===== config.mk =====
export PLATFORM = sky130hd
export DESIGN_NAME = video_timing_rx
export DESIGN_NICKNAME = d
export VERILOG_FILES = /design/src/rtl/video_timing_pkg.sv /design/src/rtl/sync_edge_det.sv /design/src/rtl/video_timing_rx.sv
export SDC_FILE = /design/constraint.sdc
export NUM_CORES = 1
export LEC_CHECK = 0
export CAP_MARGIN = 20
export CORE_MARGIN = 4
export CORE_UTILIZATION = 50
export CTS_CLUSTER_DIAMETER = 80
export DETAILED_ROUTE_END_ITERATION = 16
export GPL_ROUTABILITY_DRIVEN = 0
export PLACE_DENSITY_LB_ADDON = 0.2
export SYNTH_ARGS = -nofsm -noshare
export SYNTH_HDL_FRONTEND = slang
export SYNTH_HIERARCHICAL = 1
export SYNTH_SLANG_ARGS = --single-unit

===== constraint.sdc =====
create_clock -name clk -period 6.35 [get_ports clk]
set_input_delay 1.5875 -clock clk [delete_from_list [all_inputs] [get_ports clk]]
set_output_delay 1.5875 -clock clk [all_outputs]
set_load 0.02 [all_outputs]

===== src/rtl/video_timing_pkg.sv =====
// Shared types for the video timing receiver: coordinate width, lock FSM states
// and the per-frame measurement record.
package video_timing_pkg;

  localparam int COORD_W = 12;
  localparam logic [COORD_W-1:0] COORD_MAX = '1;

  typedef enum logic [1:0] {
    SEARCH,
    ACQ,
    LOCK
  } state_t;

  typedef struct packed {
    logic [COORD_W-1:0] h_active;
    logic [COORD_W-1:0] h_total;
    logic [COORD_W-1:0] v_active;
    logic [COORD_W-1:0] v_total;
  } meas_t;

  // Counters hold at full scale instead of wrapping.
  function automatic logic [COORD_W-1:0] satInc(input logic [COORD_W-1:0] v);
    return (v == COORD_MAX) ? v : v + 1'b1;
  endfunction

endpackage


===== src/rtl/sync_edge_det.sv =====
// Registers one incoming sync line, folds in its polarity and reports the
// asserted level together with one-cycle leading/trailing edge pulses.
module sync_edge_det #(
  parameter logic POL = 1'b0
) (
  input  logic clk,
  input  logic rst_n,
  input  logic sig_i,
  output logic level_o,
  output logic lead_o,
  output logic trail_o
);

  logic sig_q;
  logic prevLevel_q;

  // Reset to the inactive level so no edge is reported out of reset.
  always_ff @(posedge clk) begin
    if (!rst_n) begin
      sig_q       <= ~POL;
      prevLevel_q <= 1'b0;
    end else begin
      sig_q       <= sig_i;
      prevLevel_q <= level_o;
    end
  end

  assign level_o = (sig_q == POL);
  assign lead_o  = level_o & ~prevLevel_q;
  assign trail_o = ~level_o & prevLevel_q;

endmodule


===== src/rtl/video_timing_rx.sv =====
// Recovers raster coordinates, per-frame format measurements and a lock flag
// from an hs/vs/de stream. Optional format check: define TIMING_CHECK_EN.
module video_timing_rx
  import video_timing_pkg::*;
#(
  parameter logic        HS_POL      = 1'b0,
  parameter logic        VS_POL      = 1'b0,
  parameter logic [2:0]  LOCK_FRAMES = 3'd3,
  parameter logic [23:0] TIMEOUT_CYC = 24'd1_000_000
`ifdef TIMING_CHECK_EN
  ,
  parameter logic [11:0] EXP_H_ACTIVE = 12'd480,
  parameter logic [11:0] EXP_V_ACTIVE = 12'd272
`endif
) (
  input  logic               clk,
  input  logic               rst_n,
  input  logic               hs_in,
  input  logic               vs_in,
  input  logic               de_in,
  output logic               pix_vld,
  output logic [COORD_W-1:0] x,
  output logic [COORD_W-1:0] y,
  output logic               frame_start,
  output logic [COORD_W-1:0] meas_h_active,
  output logic [COORD_W-1:0] meas_h_total,
  output logic [COORD_W-1:0] meas_v_active,
  output logic [COORD_W-1:0] meas_v_total,
  output logic               meas_upd,
  output logic               locked,
  output logic               fmt_err
);

  localparam logic [2:0] LOCK_TARGET = LOCK_FRAMES - 3'd1;

  logic hsLevel, hsLead, hsTrail;
  logic vsLevel, vsLead, vsTrail;
  logic deLevel, deLead, deTrail;
  logic unusedSync;

  sync_edge_det #(.POL(HS_POL)) uHs (.clk(clk), .rst_n(rst_n), .sig_i(hs_in),
    .level_o(hsLevel), .lead_o(hsLead), .trail_o(hsTrail));
  sync_edge_det #(.POL(VS_POL)) uVs (.clk(clk), .rst_n(rst_n), .sig_i(vs_in),
    .level_o(vsLevel), .lead_o(vsLead), .trail_o(vsTrail));
  sync_edge_det #(.POL(1'b1)) uDe (.clk(clk), .rst_n(rst_n), .sig_i(de_in),
    .level_o(deLevel), .lead_o(deLead), .trail_o(deTrail));

  assign unusedSync = &{1'b0, hsLevel, hsTrail, vsLevel, vsTrail};

  logic [COORD_W-1:0] hAct_q, hAct_d, hCnt_q, hCnt_d, hTot_q, hTot_d;
  logic [COORD_W-1:0] vAct_q, vAct_d, vTot_q, vTot_d, firstW_q, firstW_d;
  logic [COORD_W-1:0] x_q, x_d;
  logic               incons_q, incons_d, pixVld_q, frameStart_q;
  logic [23:0]        toCnt_q, toCnt_d;
  meas_t              meas_q, meas_d, frameMeas;
  logic               measUpd_q, measUpd_d;
  state_t             state_q, state_d;
  logic [2:0]         stab_q, stab_d, stabInc;
  logic               prevOk_q, prevOk_d;
  logic               lineBad, frameOk, frameMatch;

  // A line closing in the same cycle as vs still belongs to the finishing frame.
  assign lineBad   = deTrail && (vAct_q != '0) && (hAct_q != firstW_q);
  assign frameOk   = ~incons_q & ~lineBad;
  assign frameMeas = '{h_active: hAct_q, h_total: hTot_q,
                       v_active: deTrail ? satInc(vAct_q) : vAct_q, v_total: vTot_q};
  assign frameMatch = frameOk && prevOk_q && (frameMeas == meas_q);
  assign stabInc   = stab_q + 3'd1;

  always_comb begin
    hAct_d   = hAct_q;
    hCnt_d   = satInc(hCnt_q);
    hTot_d   = hTot_q;
    vAct_d   = vAct_q;
    vTot_d   = vTot_q;
    firstW_d = firstW_q;
    incons_d = incons_q;
    x_d      = x_q;
    if (deLead) begin
      hAct_d = 12'd1;
      x_d    = '0;
    end else if (deLevel) begin
      hAct_d = satInc(hAct_q);
      x_d    = satInc(x_q);
    end
    if (hsLead) begin
      hCnt_d = 12'd1;
      hTot_d = hCnt_q;
      vTot_d = satInc(vTot_q);
    end
    if (deTrail) begin
      vAct_d = satInc(vAct_q);
      if (vAct_q == '0) firstW_d = hAct_q;
      else if (lineBad) incons_d = 1'b1;
    end
    if (vsLead) begin
      vAct_d   = '0;
      vTot_d   = hsLead ? 12'd1 : 12'd0;
      incons_d = 1'b0;
    end
  end

  // The frame after reset or a timeout only seeds the comparison reference.
  always_comb begin
    state_d   = state_q;
    stab_d    = stab_q;
    prevOk_d  = prevOk_q;
    meas_d    = meas_q;
    measUpd_d = 1'b0;
    toCnt_d   = (toCnt_q == TIMEOUT_CYC) ? toCnt_q : toCnt_q + 24'd1;
    if (vsLead) begin
      toCnt_d = '0;
      if (state_q == SEARCH) begin
        state_d = ACQ;
      end else if (vTot_q != '0) begin
        measUpd_d = 1'b1;
        meas_d    = frameMeas;
        prevOk_d  = frameOk;
        if (!frameMatch) begin
          stab_d  = '0;
          state_d = ACQ;
        end else if (state_q == ACQ) begin
          stab_d = stabInc;
          if (stabInc >= LOCK_TARGET) state_d = LOCK;
        end
      end
    end else if (toCnt_q == TIMEOUT_CYC) begin
      state_d  = SEARCH;
      stab_d   = '0;
      prevOk_d = 1'b0;
    end
  end

  always_ff @(posedge clk) begin
    if (!rst_n) begin
      hAct_q       <= '0;
      hCnt_q       <= '0;
      hTot_q       <= '0;
      vAct_q       <= '0;
      vTot_q       <= '0;
      firstW_q     <= '0;
      incons_q     <= 1'b0;
      x_q          <= '0;
      pixVld_q     <= 1'b0;
      frameStart_q <= 1'b0;
      toCnt_q      <= '0;
      meas_q       <= '0;
      measUpd_q    <= 1'b0;
      state_q      <= SEARCH;
      stab_q       <= '0;
      prevOk_q     <= 1'b0;
    end else begin
      hAct_q       <= hAct_d;
      hCnt_q       <= hCnt_d;
      hTot_q       <= hTot_d;
      vAct_q       <= vAct_d;
      vTot_q       <= vTot_d;
      firstW_q     <= firstW_d;
      incons_q     <= incons_d;
      x_q          <= x_d;
      pixVld_q     <= deLevel;
      frameStart_q <= deLead && (vAct_d == '0);
      toCnt_q      <= toCnt_d;
      meas_q       <= meas_d;
      measUpd_q    <= measUpd_d;
      state_q      <= state_d;
      stab_q       <= stab_d;
      prevOk_q     <= prevOk_d;
    end
  end

`ifdef TIMING_CHECK_EN
  logic fmtErr_q;

  always_ff @(posedge clk) begin
    if (!rst_n) fmtErr_q <= 1'b0;
    else if (measUpd_d)
      fmtErr_q <= (meas_d.h_active != EXP_H_ACTIVE) || (meas_d.v_active != EXP_V_ACTIVE);
  end

  assign fmt_err = fmtErr_q;
`else
  assign fmt_err = 1'b0;
`endif

  assign pix_vld       = pixVld_q;
  assign x             = x_q;
  assign y             = vAct_q;
  assign frame_start   = frameStart_q;
  assign meas_h_active = meas_q.h_active;
  assign meas_h_total  = meas_q.h_total;
  assign meas_v_active = meas_q.v_active;
  assign meas_v_total  = meas_q.v_total;
  assign meas_upd      = measUpd_q;
  assign locked        = (state_q == LOCK);

endmodule


==> results of run 1 <==
[where the power goes]
part / switching [mW] / internal, mW / leakage [nW]
Combinational: 0.0534 / 0.0359 / 1.74
Sequential: 0.0127 / 1.09 / 1.39
Clock: 0.452 / 0.667 / 0.304
Total: 0.518 / 1.79 / 3.43
[metrics by stage]
step | setup slack [ps] | power [mW] | area (µm²)
after floorplan | 3710 | 1.19 | 8360
after global placement | 3090 | 1.21 | 9170
after CTS | 2990 | 2.33 | 9810
after detailed placement | 3030 | 1.21 | 9170
final | 2980 | 2.31 | 9810
after global routing | 2940 | 2.39 | 9810
[placed cells by master (no fill, tap or decap), drive strengths merged, types with 6 or more instances in the layout]
| master | n |
|---|---|
| dfxtp | 172 |
| nand2 | 128 |
| nor2 | 89 |
| clkdlybuf4s50 | 79 |
| xnor2 | 59 |
| xor2 | 46 |
| a21boi | 39 |
| nand4 | 39 |
| o21ai | 36 |
| nor2b | 35 |
| mux2i | 33 |
| nand3 | 33 |
| inv | 30 |
| a21oi | 28 |
| clkbuf | 18 |
| or3 | 15 |
| nor4 | 14 |
| and2 | 13 |
| nor3 | 12 |
| nand2b | 11 |
| ha | 11 |
| and4 | 9 |
| a211oi | 7 |
| and3 | 7 |
| a31oi | 6 |
| o211a | 6 |
| buf | 6 |
[area by class of cell]
| cell class | instances | area [µm²] |
|---|---|---|
| Clock buffer | 18 | 429 |
| Fill cell | 1496 | 6660 |
| Tap cell | 220 | 275 |
| Clock inverter | 14 | 208 |
| Inverter | 26 | 97.6 |
| Multi-Input combinational cell | 721 | 4520 |
| Timing Repair Buffer | 85 | 833 |
| Sequential cell | 172 | 3440 |
[worst reg2reg max path: cells and delay by family, from the launching register on]
| kind | cells | cell delay (ps) |
|---|---|---|
| mux | 1 | 220 |
| simple gates | 4 | 1180 |
| flops | 1 | 500 |
| compound gates | 3 | 700 |
| fa+ha+maj | 1 | 380 |
[state kept, by name, summed over array words and instances (netlist names), 2 cells and up]
| register | flops |
|---|---|
| hAct_q | 12 |
| meas_v_active | 12 |
| hTot_q | 12 |
| meas_h_total | 12 |
| firstW_q | 12 |
| state_q | 2 |
| hCnt_q | 12 |
| x | 12 |
| toCnt_q | 24 |
| y | 12 |
| meas_v_total | 12 |
| meas_h_active | 12 |
| stab_q | 3 |
| vTot_q | 12 |
[layer usage]
metal / share of wire / vias up
li1: - / 3446
met1: 0.49 / 3211
met2: 0.45 / 171
met3: 0.045 / 27
met4: 0.016 / 0
met5: 0 / -
[path summary, 6_finish.rpt]
| check | to | slack [ps] | from |
|---|---|---|---|
| worst max-delay path | y[7] | 2980 | y[7] |
| worst min-delay path | uHs/prevLevel_q | 420 | uHs/sig_q |
| worst max register to register | stab_q[0] | 3320 | y[1] |
| worst min register to register | uHs/prevLevel_q | 420 | uHs/sig_q |
==> results.ini, run 1 <==
[outcome]
status=complete, no violations

[grt]
grt_overflow=0
grt.total_usage=0.214
grt_use_met1=0.309
first_global_vias=6253
grt_pass1_wl_um=32000
top_usage_layer=met2
grt_use_met2=0.325
grt_max_degree=69
grtUsageMet3=0.0373
antenna_found_initial=0

[cells_and_area]
fin_util=0.596
n_antenna_cell=0
finalNonFillerCells=1256
fin_nets=1039
drive_gt1_frac=0.0550
syn_to_final_growth_pct=17.4

[cts]
clockRootBuffer=clkbuf_16
cts_resized=0
worstSkewPairLatency_ps=430
cts_buffer_depth=2
numCtsBuffers=17
post_cts_buffers=0
cts_tree=done
cts_hold_buf=0
clk_pin_slew_ps=60
cts.htree.levels=4
cts.sinks=172

[detailed_routing]
routedWlPerCell_um=15.4
vias_per_cell=5.46
ant_nets=0
via_count=6855
firstDrtPassIters=6
drt_iter0_drc=550
drcViolationCount=0
routed_wl_um=19400

[critical_path]
path_buf_inv=1
cp.arrival_ps=1780
crit_slowest_cell=clkdlybuf4s50_1
crit_cells=1
slowest_delay_ps=710
cp.required_ps=4760
critical_path.endpoint_type=primary output
start_kind=flop
timing_worst_setup_path_type=reg2out
worstRegToRegCells=9
cp_max_fo=13
cp_cell_sequence=clkdlybuf4s50_1
path_delay_family=buffers and inverters

[floorplanning]
initial_core_util=0.508
rows=47
coreArea_mm2=0.0165
die_area_mm2=0.0188
io_pins=82
die_y_um=137
die_x_um=137

[synth]
synth_warnings=6
netlist_area_mm2=0.00836
synth_nets=1002
avgSynthCellArea_um2=8.48
syn_inst=986

[job]
maxCapViolCount=0

[place]
io_buffer_count=80
placedCellCount=1224
dp_hpwl_um=13500

[timing]
fmax_mhz=297
finalHoldViolCount=0
fin_hold_ws_ps=416
final.setup.tns_ps=0
worst-slew-pin-transition_ps=1020
finalClockSkew_ps=7.62
slew_viol_final=0
slew_headroom=0.317
finalSetupViolations=0
min_period_ps=3370
min_period_over_period=0.530
rsz0062_at_grt=false

[hold_path]
whs_path_depth=1
min-delay-path-class=reg2reg

[power]
power.density_mw_per_mm2=235
ir_worst_vdd_mv=0.182
p_leak_nw=3.43

Power figures use the tool's default switching activity.
==> inputs of run 2 (changes only) <==
==> constraint.sdc (replaced) <==
create_clock -name clk -period 2.8 [get_ports clk]
set_input_delay 0.7 -clock clk [delete_from_list [all_inputs] [get_ports clk]]
set_output_delay 0.7 -clock clk [all_outputs]
set_load 0.02 [all_outputs]
==> run 2 against run 1 <==
Die area unchanged. Setup slack worse by 2800 ps. Register-to-register slack worse by 3200 ps. Via count grew 1.1%. Critical path depth grew 9. Largest power group is now registers. Total power is 120% higher. Largest cell class unchanged. Design area up 2.1%. Critical path type is now reg2reg. Flip-flop and latch count did not move.
==> results.ini, run 2 (synthesis results as in run 1) <==
[hold_path]
whs_path_depth=1
min-delay-path-class=reg2reg

[cells_and_area]
syn_to_final_growth_pct=19.8
drive_gt1_frac=0.0874
final_common_cell=dfxtp_1
final-seq-area_mm2=0.00345
n_antenna_cell=0
fin_nets=1067
mostFrequentLayoutCells=170 x dfxtp_1, 128 x nand2_1, 89 x nor2_1
multi_input_area_mm2=0.00454
fillerInstances=1484
largest_reg_flops=24
regMostFlops=toCnt_q
finalInstanceArea_mm2=0.0100

[power]
finalPower_mw=5.08
p_sw_mw=1.19
p_int_mw=3.89
p_leak_nw=3.54
power.density_mw_per_mm2=507
power_switching_share=0.235
ir_worst_vdd_mv=0.434
p_seq_frac=0.490
power_frac_comb=0.044
clockPowerShare=0.465

[place]
pre_cts_slack_ps=187
place_area_mm2=0.00940
io_buffer_count=80
dp_hpwl_um=14600

[timing]
final.setup.tns_ps=0
worst-slew-pin-transition_ps=989
fmax_mhz=378
finalHoldViolCount=0
min_period_over_period=0.944
finalClockSkew_ps=6.69
rsz0062_at_grt=false
min_period_ps=2640
slew_viol_final=0
fin_hold_ws_ps=417
finalSetupViolations=0
fin_ws_ps=157
slew_headroom=0.340

[outcome]
status=complete, no violations

[cts]
post_cts_buffers=0
numCtsBuffers=17
clockRootBuffer=clkbuf_16
cts.sinks=172
cts_hold_buf=0
cts_resized=0
cts_buffer_depth=2
worstSkewPairLatency_ps=430
cts.htree.levels=4
clk_pin_slew_ps=70
cts_tree=done

[critical_path]
cp.required_ps=3170
cp_max_fo=16
critical_path.endpoint_type=flop
cp.arrival_ps=3010
worstRegToRegCells=10
rrSetupSlack_ps=160
start_kind=flop
timing_worst_setup_path_type=reg2reg

[detailed_routing]
ant_nets=0
routedWlPerCell_um=15.8
drcViolationCount=0
vias_per_cell=5.40
routed_wl_um=20300
via_count=6928
drt_iter0_drc=592
firstDrtPassIters=5

[grt]
grt_pass1_wl_um=33300
first_global_vias=6424
antenna_found_initial=0
grt.total_usage=0.225
grt_overflow=0
grt_max_degree=46

[floorplanning]
die_area_mm2=0.0188
die_x_um=137
coreArea_mm2=0.0165
rows=47
io_pins=82
die_y_um=137
initial_core_util=0.508

[job]
maxCapViolCount=0

-- run 2: final timing paths --
check                  startpoint              end
setup reg to reg  uDe/prevLevel_q        stab_q[0]
hold reg to reg         uVs/sig_q  uVs/prevLevel_q
setup / recovery  uDe/prevLevel_q        stab_q[0]
hold / removal          uVs/sig_q  uVs/prevLevel_q
-- run 2: area by class of cell --
cell class | instances | share of cell area
well taps | 220 | 0.0275
clock buffers | 17 | 0.0425
flip-flops and latches | 172 | 0.344
clock inverters | 15 | 0.0167
multi-input cells | 721 | 0.454
repair buffers | 113 | 0.105
inverters | 26 | 0.00975
-- run 2: layer usage --
metal  track usage  up-vias  wire length (µm)
met5             0        -                 0
met1         0.314     3217              9820
met2         0.343      182              9210
li1              -     3497                 -
met3        0.0530       32               902
met4        0.0759        0               403
-- run 2: through the flow --
stage,instances,utilization
detailed placement,1252,0.571
finish,1284,0.608
global placement,1252,0.571
CTS,1284,0.607
floorplan,986,-
global route,1284,0.608
-- run 2: power groups by stage --
stage / combinational [mW] / sequential (mW) / clock, mW
floorplan: 0.152 / 2.55 / 0
global placement: 0.223 / 2.55 / 0
detailed placement: 0.225 / 2.55 / 0
CTS: 0.226 / 2.49 / 2.42
global route: 0.248 / 2.49 / 2.52
finish: 0.226 / 2.49 / 2.36
-- run 2: worst max-delay path: stages (launching register included) --
cell and delay, ps:
dfxtp_1 320, nor2b_1 120, buf_4 210, and4_1 260, nand3_2 120, a311oi_1 330
nand4b_1 150, nor4_2 310, nand4_2 260, o32ai_2 310, mux2_2 200
